[config.mk]
export PLATFORM = sky130hd
export DESIGN_NAME = ro_count_reader
export DESIGN_NICKNAME = d
export VERILOG_FILES = /design/src/rtl/ro_count_reader.sv
export SDC_FILE = /design/constraint.sdc
export NUM_CORES = 1
export LEC_CHECK = 0
export CORE_AREA = 2 2 97 99
export DETAILED_ROUTE_END_ITERATION = 6
export DIE_AREA = 0 0 99 101
export SYNTH_ARGS = -nofsm -noshare
export SYNTH_HDL_FRONTEND = slang
export SYNTH_SLANG_ARGS = --single-unit
[constraint.sdc]
create_clock -name osc_clk -period 2.55 [get_ports osc_clk]
set_input_delay 0.3825 -clock osc_clk [delete_from_list [all_inputs] [get_ports osc_clk]]
set_output_delay 0.3825 -clock osc_clk [all_outputs]
set_load 0.005 [all_outputs]
[src/rtl/ro_count_reader.sv]
// Captures the final ring-oscillator count of each gate window and presents it both as a
// held parallel word (valid/ack) and as an MSB-first framed serial stream.
module ro_count_reader #(
    parameter int N    = 8,
    parameter int SDIV = 4
) (
    input  logic         osc_clk,
    input  logic         reset,
    input  logic         gate,
    input  logic         en,
    input  logic [N-1:0] count,
    input  logic         rd_ack,
    output logic [N-1:0] data_out,
    output logic         data_valid,
    output logic         overrun,
    output logic         sdata,
    output logic         sframe
);
    localparam int BW = (N > 1) ? $clog2(N) : 1;
    localparam logic [BW-1:0] BLOAD = BW'(N - 1);
    localparam logic [7:0]    DLOAD = 8'(SDIV - 1);

    typedef enum logic {IDLE, SHIFT} state_t;

    logic          g1, g2, g3;
    logic [N-1:0]  c1, c2;
    logic          cap;

    state_t        state, state_nxt;
    logic [N-1:0]  shreg, shreg_nxt;
    logic [N-1:0]  shifted;
    logic [N-1:0]  pend_val, pend_val_nxt;
    logic          pending, pending_nxt;
    logic [BW-1:0] bcnt, bcnt_nxt;
    logic [7:0]    dcnt, dcnt_nxt;
    logic          sdata_nxt, sframe_nxt;
    logic          load_en;
    logic [N-1:0]  load_val;

    // c1 samples count on the same edge g1 samples gate, so it holds the pre-clear value
    always_ff @(posedge osc_clk) begin
        if (reset) begin
            g1 <= 1'b0;
            g2 <= 1'b0;
            g3 <= 1'b0;
            c1 <= '0;
            c2 <= '0;
        end else begin
            g1 <= gate;
            g2 <= g1;
            g3 <= g2;
            c1 <= count;
            c2 <= c1;
        end
    end

    assign cap = g2 & ~g3 & en;

    always_ff @(posedge osc_clk) begin
        if (reset) begin
            data_out   <= '0;
            data_valid <= 1'b0;
            overrun    <= 1'b0;
        end else if (cap) begin
            data_out   <= c2;
            data_valid <= 1'b1;
            if (data_valid && !rd_ack) begin
                overrun <= 1'b1;
            end
        end else if (rd_ack && data_valid) begin
            data_valid <= 1'b0;
        end
    end

    assign shifted = shreg << 1;

    always_comb begin
        state_nxt    = state;
        shreg_nxt    = shreg;
        pend_val_nxt = pend_val;
        pending_nxt  = pending;
        bcnt_nxt     = bcnt;
        dcnt_nxt     = dcnt;
        sdata_nxt    = sdata;
        sframe_nxt   = sframe;
        load_en      = 1'b0;
        load_val     = c2;

        case (state)
            IDLE: begin
                if (cap) begin
                    load_en  = 1'b1;
                    load_val = c2;
                end
            end
            SHIFT: begin
                // The running frame is never touched; a capture only refreshes the single pending slot
                if (cap) begin
                    pend_val_nxt = c2;
                    pending_nxt  = 1'b1;
                end
                if (dcnt != '0) begin
                    dcnt_nxt = dcnt - 8'd1;
                end else if (bcnt != '0) begin
                    shreg_nxt = shifted;
                    sdata_nxt = shifted[N-1];
                    bcnt_nxt  = bcnt - 1'b1;
                    dcnt_nxt  = DLOAD;
                end else if (pending) begin
                    load_en  = 1'b1;
                    load_val = pend_val;
                    if (!cap) begin
                        pending_nxt = 1'b0;
                    end
                end else if (cap) begin
                    // Capture landing on the last cycle of a frame starts the next frame directly
                    load_en     = 1'b1;
                    load_val    = c2;
                    pending_nxt = 1'b0;
                end else begin
                    state_nxt  = IDLE;
                    sframe_nxt = 1'b0;
                    sdata_nxt  = 1'b0;
                end
            end
            default: state_nxt = IDLE;
        endcase

        if (load_en) begin
            state_nxt  = SHIFT;
            shreg_nxt  = load_val;
            bcnt_nxt   = BLOAD;
            dcnt_nxt   = DLOAD;
            sframe_nxt = 1'b1;
            sdata_nxt  = load_val[N-1];
        end
    end

    always_ff @(posedge osc_clk) begin
        if (reset) begin
            state    <= IDLE;
            shreg    <= '0;
            pend_val <= '0;
            pending  <= 1'b0;
            bcnt     <= '0;
            dcnt     <= '0;
            sdata    <= 1'b0;
            sframe   <= 1'b0;
        end else begin
            state    <= state_nxt;
            shreg    <= shreg_nxt;
            pend_val <= pend_val_nxt;
            pending  <= pending_nxt;
            bcnt     <= bcnt_nxt;
            dcnt     <= dcnt_nxt;
            sdata    <= sdata_nxt;
            sframe   <= sframe_nxt;
        end
    end

endmodule

==> results_dict.tcl <==
set metrics [dict create \
    dp_hpwl_mm 3.66 \
    endpoint_kind "flip-flop" \
    clockRootBuffer "clkbuf_8" \
    path_max_fanout 15 \
    max_cap_viol_count 0 \
    skew_ps 5.66 \
    path_clk_slew_ps 70 \
    worstSkewPairLatency_ps 340 \
    hp-class "flip-flop to flip-flop" \
    synth_edf_count 0 \
    r2r-start "dcnt[3]" \
    finalSetupViolations 0 \
    crit_arrival_ps 2500 \
    cts_hold_buf 0 \
    cts_buffer_depth 2 \
    first_pass_iters 4 \
    die_h_um 101 \
    power_density_nw_per_um2 646 \
    setup_slack_ps 290 \
    num-fill-cells 914 \
    cts_tree "done" \
    numCtsBuffers 9 \
    p_comb_share_pct 7.3 \
    drc 0 \
    grt.busiest_layer "met2" \
    p_int_w 0.00146 \
    ctsResizeCount 0 \
    ant_nets 0 \
    grt_util_met3_pct 2.50 \
    post_cts_buffers 0 \
    switching_share_pct 25.3 \
    reg2reg_depth 5 \
    whs_endpoint "g2" \
    vias 2050 \
    core_area_um2 8980 \
    syn_to_final_growth_pct 23.4 \
    cts.sinks 59 \
    pwr-share-seq_pct 49.0 \
    r2r_setup_slack_ps 290 \
    crit_required_ps 2790 \
    antenna_found_initial 0 \
    most-common-layout-cells "dfxtp_1 (59), nand2_1 (38), a21oi_1 (28)" \
    use_met2_pct 18.8 \
    pin_count 25 \
    clkPwrFrac_pct 43.8 \
    slew_violations 0 \
    grt_overflow_total 0 \
    p_leak_nw 1.10 \
    dp_slack_ps 327 \
    fmax_mhz 443 \
    synth.avg_cell_area_um2 8.94 \
    worstHoldStart "g1" \
    fin_nets 316 \
    fin_crit_sh_pct 88.6 \
    synth_cells 275 \
    dieArea_um2 10000 \
    synth_area_um2 2460 \
    rsz0062_at_grt "no" \
    drt_wl_total_mm 5.49 \
    place.gp.congestion 0.801 \
    ir_drop_mv 0.399 \
    hold_violations 0 \
    grt_pass1_wl_mm 9.56 \
    rows 35 \
    grt_usage_pct 11.9 \
    die_x_um 99 \
    routedWlPerCell_um 13.2 \
    diodes 0 \
    ys_types 41 \
    drive_above_1_share_pct 10.5 \
    fin_util_pct 33.8 \
    syn_nets 292 \
    layout_commonest_cell "dfxtp_1" \
    grt_max_degree 38 \
    worst-slew-pin-transition_ps 690 \
    yosysWarnings 0 \
    grt_pass1_vias 2058 \
    whs_ps 435 \
    cp-start-kind "flip-flop" \
    synth_ff_type "dfxtp_1" \
    synth_seq_cells 59 \
    period_minus_slack_ps 2260 \
    first_iter_violations 153 \
    portBuffers 24 \
    status "finished clean" \
    grtUsageMet1_pct 14.8 \
    crit_type "flip-flop to flip-flop" \
    r2r-end "shreg[6]" \
    hold_depth 1 \
    cts_max_level 3 \
    vias_per_cell 4.94 \
    switching_power_w 0.000495 \
    async_reset_ff_share_pct 0 \
    ys_seq_area_share_pct 48.0 \
    start_util_pct 27.4 \
    relSlewSlack_pct 53.5 \
    finalSetupTns_ps 0 \
]
## worst max-delay path, cell delays in order, from the launching register on
cell and delay (ps):
dfxtp_1 360, or4_1 710, o31ai_4 470, buf_12 190, nand4_1 120, a32o_1 290
## cell type report
class	instances	area, µm²	share of cell area, %
Inverter	8	30.0	0.990
Tap cell	111	139	4.58
Timing Repair Buffer	33	315	10.4
Multi-Input combinational cell	188	1170	38.5
Clock inverter	7	77.6	2.56
Clock buffer	9	124	4.08
Sequential cell	59	1180	38.9
## synthesized netlist by cell type (2+ instances only)
library cell	n	area (µm²)
a21o_1	7	52.6
a211oi_1	4	30.0
nand4_1	14	87.6
nand3b_1	2	15.0
inv_1	8	30.0
a211o_1	2	17.5
a21oi_1	28	140
or3b_2	2	17.5
ha_1	4	50.1
nor4_1	2	12.5
nor3_1	4	20.0
buf_2	4	20.0
nand2b_1	2	12.5
o31ai_1	10	75.1
dfxtp_1	59	1180
o21ai_0	7	35.0
or3_1	5	31.3
clkbuf_1	11	41.3
buf_1	5	18.8
or4_1	3	22.5
nand2_1	38	143
nor2_1	5	18.8
a32o_1	6	60.1
nor2b_1	25	156
and3b_1	2	17.5
## logic make-up (layout without fill, tap and decap cells)
| logic type | Yosys count | after routing | share of synthesized area [%] |
|---|---|---|---|
| fa+ha+maj | 4 | 4 | 2.04 |
| xor+xnor | 1 | 1 | 0.356 |
| buf+inv | 28 | 57 | 4.48 |
| flops | 59 | 59 | 48.0 |
| simple gates | 110 | 110 | 24.6 |
| compound gates | 73 | 73 | 20.5 |
## state kept, by name (all words and copies together), names as in the netlist
name,cells
g2,1
bcnt,3
pending,1
sframe,1
g3,1
overrun,1
pend_val,8
shreg,7
c1,8
dcnt,8
data_valid,1
sdata,1
state,1
g1,1
data_out,8
c2,8
## stage by stage
step                std cells  instance area [µm²]  total power (W)
finish                    415                 3030          0.00196
global route              415                 3030          0.00204
CTS                       415                 3030          0.00198
detailed placement        399                 2830          0.00112
global placement          399                 2830          0.00112
floorplan                 275                 2460          0.00107
## worst max-delay path by stage
stage / endpoint / slack, ps / depth (start not counted) / from
finish: shreg[6] / 290 / 5 / dcnt[3]
global route: shreg[6] / 150 / 7 / dcnt[0]
CTS: shreg[6] / 290 / 7 / dcnt[0]
detailed placement: shreg[6] / 330 / 7 / dcnt[0]
global placement: dcnt[3] / 420 / 6 / dcnt[0]
floorplan: shreg[1] / 590 / 7 / dcnt[0]
## power groups by stage
stage          sequential [W]  combinational (W)  clock (W)
2_1_floorplan        0.000976          0.0000910          0
3_3_place_gp         0.000979           0.000140          0
3_5_place_dp         0.000980           0.000142          0
4_1_cts              0.000959           0.000143   0.000879
5_1_grt              0.000962           0.000160   0.000920
6_report             0.000959           0.000142   0.000858
## per-layer routing
metal	share of wire [%]	wire length [µm]	vias to the layer above
met5	0	0	-
met4	2.3	127	0
met3	4.2	233	13
met2	46	2520	42
met1	47	2610	960
li1	-	-	1035
(Power assumes the default switching activity.)
